[src/rtl/io_wr_latch_wdog.sv]
// CPU write decoder: control latch, sound command latch with IRQ handshake, stretched coin pulses.
// Optional watchdog CPU reset generator is built only when WDOG_EN is defined.
module io_wr_latch_wdog #(
  parameter int COIN_STRETCH = 8,
  parameter int WDOG_LIMIT   = 4095,
  parameter int WDOG_HOLD    = 16
) (
  input  logic       clk,
  input  logic       Rn,
  input  logic       ce,
  input  logic       cs_n,
  input  logic       wr_n,
  input  logic [1:0] addr,
  input  logic [7:0] din,
  input  logic       snd_ack,
  output logic [7:0] ctrl_q,
  output logic [7:0] snd_latch,
  output logic       snd_irq,
  output logic       coin1_pulse,
  output logic       coin2_pulse,
  output logic       wdog_rst_n
);

  localparam logic [7:0] COIN_LOAD = 8'(COIN_STRETCH);

  logic       wr_now;
  logic       wr_pulse;
  logic       wr_prev_q;
  logic       wr_ctrl;
  logic       wr_snd;
  logic       wr_coin;
  logic [7:0] ctrl_lat_q;
  logic [7:0] snd_lat_q;
  logic       snd_irq_q;
  logic [7:0] coin1_cnt_q, coin1_cnt_d;
  logic [7:0] coin2_cnt_q, coin2_cnt_d;
  logic       coin1_q;
  logic       coin2_q;

  // A held strobe spanning several CPU ticks produces a single write.
  assign wr_now   = ~cs_n & ~wr_n;
  assign wr_pulse = ce & wr_now & ~wr_prev_q;
  assign wr_ctrl  = wr_pulse & (addr == 2'd0);
  assign wr_snd   = wr_pulse & (addr == 2'd1);
  assign wr_coin  = wr_pulse & (addr == 2'd2);

  always_comb begin
    coin1_cnt_d = coin1_cnt_q;
    coin2_cnt_d = coin2_cnt_q;
    if (ce && coin1_cnt_q != 8'd0) coin1_cnt_d = coin1_cnt_q - 8'd1;
    if (ce && coin2_cnt_q != 8'd0) coin2_cnt_d = coin2_cnt_q - 8'd1;
    if (wr_coin && din[0]) coin1_cnt_d = COIN_LOAD;
    if (wr_coin && din[1]) coin2_cnt_d = COIN_LOAD;
  end

  always_ff @(posedge clk or negedge Rn) begin
    if (!Rn) begin
      wr_prev_q   <= 1'b0;
      ctrl_lat_q  <= 8'h00;
      snd_lat_q   <= 8'h00;
      snd_irq_q   <= 1'b0;
      coin1_cnt_q <= 8'd0;
      coin2_cnt_q <= 8'd0;
      coin1_q     <= 1'b0;
      coin2_q     <= 1'b0;
    end else begin
      if (ce) wr_prev_q <= wr_now;
      if (wr_ctrl) ctrl_lat_q <= din;
      if (wr_snd) snd_lat_q <= din;
      if (wr_snd) snd_irq_q <= 1'b1;
      else if (snd_ack) snd_irq_q <= 1'b0;
      coin1_cnt_q <= coin1_cnt_d;
      coin2_cnt_q <= coin2_cnt_d;
      coin1_q     <= (coin1_cnt_d != 8'd0);
      coin2_q     <= (coin2_cnt_d != 8'd0);
    end
  end

  assign ctrl_q      = ctrl_lat_q;
  assign snd_latch   = snd_lat_q;
  assign snd_irq     = snd_irq_q;
  assign coin1_pulse = coin1_q;
  assign coin2_pulse = coin2_q;

`ifdef WDOG_EN
  typedef enum logic {WD_RUN, WD_FIRE} wd_state_t;

  localparam logic [15:0] WD_LIMIT = 16'(WDOG_LIMIT);
  localparam logic [15:0] WD_LAST  = 16'(WDOG_HOLD - 1);

  wd_state_t   wd_state_q;
  logic [15:0] wd_cnt_q;
  logic        wd_rst_n_q;
  logic        wr_kick;

  assign wr_kick = wr_pulse & (addr == 2'd3);

  // A kick landing on the limit tick keeps the CPU running; kicks while firing are ignored.
  always_ff @(posedge clk or negedge Rn) begin
    if (!Rn) begin
      wd_state_q <= WD_RUN;
      wd_cnt_q   <= 16'd0;
      wd_rst_n_q <= 1'b1;
    end else if (ce) begin
      case (wd_state_q)
        WD_RUN: begin
          if (wr_kick) begin
            wd_cnt_q <= 16'd0;
          end else if (wd_cnt_q == WD_LIMIT) begin
            wd_state_q <= WD_FIRE;
            wd_rst_n_q <= 1'b0;
            wd_cnt_q   <= 16'd0;
          end else begin
            wd_cnt_q <= wd_cnt_q + 16'd1;
          end
        end
        WD_FIRE: begin
          if (wd_cnt_q == WD_LAST) begin
            wd_state_q <= WD_RUN;
            wd_rst_n_q <= 1'b1;
            wd_cnt_q   <= 16'd0;
          end else begin
            wd_cnt_q <= wd_cnt_q + 16'd1;
          end
        end
        default: wd_state_q <= WD_RUN;
      endcase
    end
  end

  assign wdog_rst_n = wd_rst_n_q;
`else
  // Watchdog timing parameters have no effect when the watchdog is not built.
  logic wd_params_unused;
  assign wd_params_unused = ^{16'(WDOG_LIMIT), 8'(WDOG_HOLD)};
  assign wdog_rst_n = 1'b1;
`endif

endmodule
[config.mk]
export PLATFORM = sky130hd
export DESIGN_NAME = io_wr_latch_wdog
export DESIGN_NICKNAME = d
export VERILOG_FILES = /design/src/rtl/io_wr_latch_wdog.sv
export SDC_FILE = /design/constraint.sdc
export NUM_CORES = 1
export LEC_CHECK = 0
export CAP_MARGIN = 15
export CORE_ASPECT_RATIO = 1.2
export CORE_MARGIN = 1.5
export CORE_UTILIZATION = 55
export DETAILED_ROUTE_END_ITERATION = 10
export HOLD_SLACK_MARGIN = 0.15
export PLACE_DENSITY = 0.88
export SYNTH_ARGS = -nofsm -noshare
export SYNTH_HDL_FRONTEND = slang
export SYNTH_SLANG_ARGS = --single-unit
export TNS_END_PERCENT = 20
[constraint.sdc]
create_clock -name clk -period 3.35 [get_ports clk]
set_input_delay 0.5025 -clock clk [delete_from_list [all_inputs] [get_ports clk]]
set_output_delay 0.5025 -clock clk [all_outputs]
set_load 0.01 [all_outputs]
==> metrics, run 1 <==
final hold violation count=0; number of antenna violations at the first check in global routing=0; Area Overhead vs Synth=24.1%; synthesized net count=183; fillers=202; detailed placer's ending HPWL=2700 um; vias in the first global route=1388; cell at the root of the clock tree=clkbuf_4; P_sw=0.606 mW; number of gates resized after CTS=0; chip height=66.0 um; cell area after synthesis=0.00182 mm2; area of combinational cells with multiple inputs=868 um2; Yosys cell types=44; proportion of layout cells with a drive suffix above 1=0.0792; total clock buffers created by CTS=5; max_cap viols=0; final critical-path required period=2410 ps; antenna diode count=0; clock tree from TritonCTS=done; Synth Register Bits=36; library cell occupying the most area in the post-synthesis netlist=dfrtp_1; Core Rows=22; post-CTS setup buffers=0; power density cells=731 mW/mm2; crit end category=flop; largest buffer count on any clock path=2; share of the yosys chip area belonging to registers=0.495; Post-layout nets=222; capture endpoint of the worst hold path=snd_latch[5]; leakage power summed over all cells=0.976 nW; total number of clock tree sinks=36; leading post-synthesis cells by cell area=dfrtp_1 (49%), mux2_1 (9.9%), nor2_1 (4.1%), ha_1 (2.7%), nor3_4 (2.7%); share of the synthesized area in the top cell type=0.495; hold buffer count at CTS=0; total wire length=3530 um; clock-pin slew on the worst setup and hold paths=90 ps; gate count of the mapped netlist=163; start point of the worst hold path=snd_latch[5]; share of synthesized cell area in full adder, half adder and majority cells=0.0275; Via Count=1396; logic depth of the worst register-to-register path=7; post-synthesis share of cell area spent on xor and xnor gates=0.0337; post-layout utilization of the core=0.727; WP data required=3560 ps; maximum operating frequency=0.415 GHz; unrepaired setup endpoints after global routing=no; pin count of the biggest net entering global routing=37; GRT Util Overall=0.226; count of flip-flops with a built-in enable after synthesis=0; mean area per synthesized cell=11.2 um2; VDD IR max=0.000421 V; gr ovfl total=0; count of pins over their slew limit=0; compound-cell area share of the yosys netlist=0.0797; area of the core=0.00311 mm2; Die Width=55.5 um; kind of critical path=input pin to flop; total power consumption of the routed design=1.65 mW; average vias per placed instance=5.87; Starting Density=0.586; detailed-router iteration count before antenna repair=4; worst relative slew slack=0.428; Post-synth ARST share=1.00; Worst R2R Setup Slack=1150 ps; Data arrival, critical path=2620 ps; Buffers on Ports=34; DIE AREA=0.00367 mm2; Gate power share=0.406; largest family of logic cells by synthesized area=simple AND/OR/NAND/NOR gates; wire length of the first global-routing pass=6180 um; beginning of the critical path=wr_n; Final Cycle Share=0.719; path class of the lowest-slack min-delay path=flop to flop; final sum of negative setup slack=0 ps; reg2reg start=coin1_cnt_q[0]; Warnings, synthesis=0; total I/O pin count=36; worst flop-to-flop path endpoint=coin1_pulse; number of nets with antenna violations after detailed routing=0; Flop pwr share=0.441; clock latency reported for the late side of the worst-skew pair=350 ps; mux contribution to synthesized area=0.133; drt wl/cell=14.8 um; power share of the clock group=0.154; register cell area after layout=901 um2; global placer's final weighted congestion=0.859; maximum net fanout on the critical path=8; fraction of the mapped netlist area in simple logic gates=0.201; CP startpoint kind=input pin; Starting DRT DRC Count=33; Final setup viols=0; number of H-tree levels=2; switching share of total power=0.366; final clock skew=10.2 ps; Tightest Pin Transition=850 ps; result of the run=complete, no violations; internal power=1.05 mW; worst hold path stage count=1; detailed-route DRC error count=0; Top FF cell, synth=dfrtp_1
[cell families after synthesis]
logic type                 Yosys count
and+or+nand+nor                     62
DFF                                 36
adders and majority gates            4
AOI/OAI and AO/OA                   20
xor gates and xnor gates             7
buffers and inverters               11
other                                1
muxes                               22
[power by group through the flow]
stage	logic [mW]	registers [mW]	clock network [mW]
2_1_floorplan	0.425	0.725	0
3_3_place_gp	0.636	0.721	0
3_5_place_dp	0.673	0.734	0
4_1_cts	0.675	0.726	0.261
5_1_grt	0.744	0.749	0.286
6_report	0.671	0.729	0.254
[cell type report]
cell class,count,share of cell area
inverter,7,0.0116
clock buffer,7,0.0288
multi-input combinational,116,0.384
tap,36,0.0199
sequential,36,0.398
timing repair buffer,36,0.157
[critical path, stage by stage]
cell	delay (ps)
clkdlybuf4s50_1	410
or4b_1	700
nor3_4	390
nor2_2	90
or4_1	530
[worst max path at each step]
stage / slack (ps) / to / depth (start not counted)
CTS: 950 / coin1_pulse / 5
global placement: 640 / coin1_pulse / 5
global route: 890 / coin2_pulse / 6
floorplan: 1190 / coin1_pulse / 5
finish: 940 / coin1_pulse / 5
detailed placement: 580 / coin1_pulse / 5
[synth_stat cells, types with 4 or more instances]
library cell   n
a21oi_1        4
dfrtp_1       36
ha_1           4
inv_1          7
mux2_1        16
mux2i_1        4
nand2_1        7
nand3_1        5
nor2_1        20
nor3_1         5
nor3b_1        4
xnor2_1        5
[cells in the final DEF, fill, tap and decap left out, drive strengths merged, types with 2 or more instances in the layout]
master         synthesis  final
a21o                   2      2
o211ai                 2      2
xor2                   2      2
buf                    2      2
nor2                  21     21
ha                     4      4
inv                    7      7
nor3b                  4      4
mux2                  18     18
nor2b                  3      3
nand3                  5      5
nor3                   8      8
dfrtp                 36     36
xnor2                  5      5
clkdlybuf4s50          0     34
mux2i                  4      4
a21oi                  4      4
a21boi                 3      3
clkbuf                 2      7
nor4                   4      4
o21ai                  2      2
or4                    3      3
nand2                  7      7
[stage by stage]
step	hold WS, ps	setup slack (ps)	cells	area, um2
CTS	502	954	238	2260
floorplan	207	1190	163	1820
finish	500	940	238	2260
detailed placement	480	577	231	2200
global route	511	885	238	2260
global placement	466	640	231	2200
[flip-flops by register name, indices dropped and copies added, names as in the netlist]
signal and flops:
wr_prev_q 1, snd_irq 1, ctrl_q 8, snd_latch 8, coin2_cnt_q 8, coin1_pulse 1
coin1_cnt_q 8, coin2_pulse 1
[metal layers]
metal | global-route usage | vias up | part of all wire
li1 | - | 661 | -
met1 | 0.246 | 670 | 0.41
met3 | 0.0665 | 7 | 0.059
met4 | 0.134 | 0 | 0.019
met5 | 0 | - | 0
met2 | 0.390 | 58 | 0.51
No activity file was read; power rests on OpenSTA's default activity.
==> run 2: changes to the inputs <==
--- a/config.mk
+++ b/config.mk
@@ -8,10 +8,10 @@
 export CAP_MARGIN = 15
 export CORE_ASPECT_RATIO = 1.2
 export CORE_MARGIN = 1.5
-export CORE_UTILIZATION = 55
+export CORE_UTILIZATION = 46
 export DETAILED_ROUTE_END_ITERATION = 10
 export HOLD_SLACK_MARGIN = 0.15
-export PLACE_DENSITY = 0.88
+export PLACE_DENSITY = 0.79
 export SYNTH_ARGS = -nofsm -noshare
 export SYNTH_HDL_FRONTEND = slang
 export SYNTH_SLANG_ARGS = --single-unit
==> constraint.sdc (replaced) <==
create_clock -name clk -period 2.2 [get_ports clk]
set_input_delay 0.33 -clock clk [delete_from_list [all_inputs] [get_ports clk]]
set_output_delay 0.33 -clock clk [all_outputs]
set_load 0.01 [all_outputs]
==> metrics, run 2 (same netlist as run 1, synthesis figures left out) <==
DIE AREA=0.00435 mm2 (was 0.00367 mm2); total number of clock tree sinks=36 (unchanged); Post-layout nets=236 (was 222); PnR worst setup slack=57.4 ps (was 940 ps); leakage power summed over all cells=1.07 nW (was 0.976 nW); P_sw=0.992 mW (was 0.606 mW); drt wl/cell=15.1 um (was 14.8 um); average vias per placed instance=5.40 (was 5.87); detailed-route DRC error count=0 (unchanged); number of antenna violations at the first check in global routing=0 (unchanged); cell-by-cell listing of the critical path=clkdlybuf4s50_1, or4b_1, buf_4, nor3_4, nor2_2, or4_1 (was clkdlybuf4s50_1, or4b_1, nor3_4, nor2_2, or4_1); clock latency reported for the late side of the worst-skew pair=280 ps (was 350 ps); gr ovfl total=0 (unchanged); internal power=1.77 mW (was 1.05 mW); final hold violation count=0 (unchanged); Starting Density=0.489 (was 0.586); Core Rows=24 (was 22); VDD IR max=0.000566 V (was 0.000421 V); Starting DRT DRC Count=28 (was 33); Worst R2R Setup Slack=130 ps (was 1150 ps); GRT Util Overall=0.209 (was 0.226); power density cells=1120 mW/mm2 (was 731 mW/mm2); area of the core=0.00372 mm2 (was 0.00311 mm2); Die Width=60.4 um (was 55.5 um); total wire length=4050 um (was 3530 um); count of pins over their slew limit=0 (unchanged); chip height=71.9 um (was 66.0 um); total clock buffers created by CTS=5 (unchanged); antenna diode count=0 (unchanged); Gate power share=0.408 (was 0.406); slowest stage delay, CP=540 ps (was 700 ps); final design instance area without fill=0.00248 mm2 (was 0.00226 mm2); CP startpoint kind=input pin (unchanged); unrepaired setup endpoints after global routing=no (unchanged); Buffers on Ports=34 (unchanged); result of the run=complete, no violations (unchanged); switching share of total power=0.359 (was 0.366); detailed-router iteration count before antenna repair=4 (unchanged); number of nets with antenna violations after detailed routing=0 (unchanged); path class of the lowest-slack min-delay path=input pin to async pin (was flop to flop); Area Overhead vs Synth=35.9% (was 24.1%); Final setup viols=0 (unchanged); final clock skew=7.70 ps (was 10.2 ps); crit end category=flop (unchanged); clock tree from TritonCTS=done (unchanged); clock-pin slew on the worst setup and hold paths=60 ps (was 90 ps); kind of critical path=input pin to flop (unchanged); total I/O pin count=36 (unchanged); cell at the root of the clock tree=clkbuf_8 (was clkbuf_4); hold buffer count at CTS=0 (unchanged); Via Count=1446 (was 1396); proportion of layout cells with a drive suffix above 1=0.162 (was 0.0792); Flop pwr share=0.416 (was 0.441); area of combinational cells with multiple inputs=901 um2 (was 868 um2); largest buffer count on any clock path=2 (unchanged); maximum net fanout on the critical path=4 (was 8); minimum setup slack after placement=-227 ps (was 577 ps); final critical-path required period=2140 ps; global placer's final weighted congestion=0.851 (was 0.859); most common cell after layout, fill and taps aside=dfrtp_1 (unchanged); pin count of the biggest net entering global routing=37 (unchanged); vias in the first global route=1552 (was 1388); Final Cycle Share=0.974; wire length of the first global-routing pass=6770 um (was 6180 um); number of H-tree levels=2 (unchanged); max_cap viols=0 (unchanged); fillers=298 (was 202); register cell area after layout=902 um2 (was 901 um2); maximum operating frequency=0.467 GHz; leading cell types in the layout, fill and taps excluded=dfrtp_1 (35), clkdlybuf4s50_1 (34), nor2_1 (20), mux2_1 (16), buf_4 (14) (was dfrtp_1 (36), clkdlybuf4s50_1 (34), nor2_1 (20), mux2_1 (16)); power share of the clock group=0.176 (was 0.154); detailed placer's ending HPWL=3090 um (was 2700 um); WP data required=2340 ps (was 3560 ps); post-detailed-placement cell area=0.00232 mm2 (was 0.00220 mm2); worst-path cell with the longest stage delay=or4_1 (was or4b_1); Data arrival, critical path=2280 ps (was 2620 ps)
run 2: cell count changes in the layout (fill, tap and decap cells not counted), sizes merged:
cell,before,now
buf,2,16
run 2: power by group through the flow:
stage	logic, mW	clock network (mW)	registers (mW)
CTS	1.08	0.498	1.12
floorplan	0.646	0	1.10
detailed placement	1.07	0	1.12
global route	1.26	0.522	1.18
finish	1.13	0.487	1.15
global placement	1.01	0	1.11
run 2: worst max-delay path: cells and delay by family:
family	cells	cell delay, ps
simple gates	4	1310
buf+inv	2	630
run 2: layout make-up:
class | count | share of cell area
timing repair buffer | 50 | 0.196
tap | 52 | 0.0263
inverter | 7 | 0.0106
multi-input combinational | 116 | 0.364
sequential | 36 | 0.364
clock buffer | 7 | 0.0389
run 2: final timing paths:
| check | start | end | cells past startpoint |
|---|---|---|---|
| hold / removal | Rn | ctrl_q[2] | 2 |
| setup reg to reg | coin1_cnt_q[0] | coin1_pulse | 7 |
| max in group asynchronous | Rn | coin1_cnt_q[0] | 2 |
| min in group clk | ctrl_q[7] | ctrl_q[7] | 1 |
| hold reg to reg | ctrl_q[7] | ctrl_q[7] | 1 |
| setup / recovery | wr_n | coin1_pulse | 6 |
run 2: metrics by stage:
| stage | power [mW] | setup TNS (ps) | std cells | hold slack [ps] | utilization |
|---|---|---|---|---|---|
| 2_1_floorplan | 1.75 | 0 | 163 | 34.4 | - |
| 6_report | 2.76 | 0 | 268 | 464 | 0.665 |
| 3_3_place_gp | 2.12 | -466 | 258 | 467 | 0.624 |
| 4_1_cts | 2.69 | 0 | 265 | 473 | 0.650 |
| 5_1_grt | 2.96 | 0 | 268 | 498 | 0.665 |
| 3_5_place_dp | 2.19 | -1250 | 258 | 474 | 0.624 |
run 2: per-layer routing:
layer | vias to the layer above | global-route usage | share of wire
li1 | 681 | - | -
met5 | - | 0 | 0
met3 | 9 | 0.0374 | 0.050
met2 | 57 | 0.371 | 0.53
met4 | 0 | 0.114 | 0.023
met1 | 699 | 0.230 | 0.40
run 2: timing repair:
action | in CTS | in global routing
setup buffers | 0 | 3
endpoints found under the setup margin | 0 | 1
gates resized for setup | 0 | 7
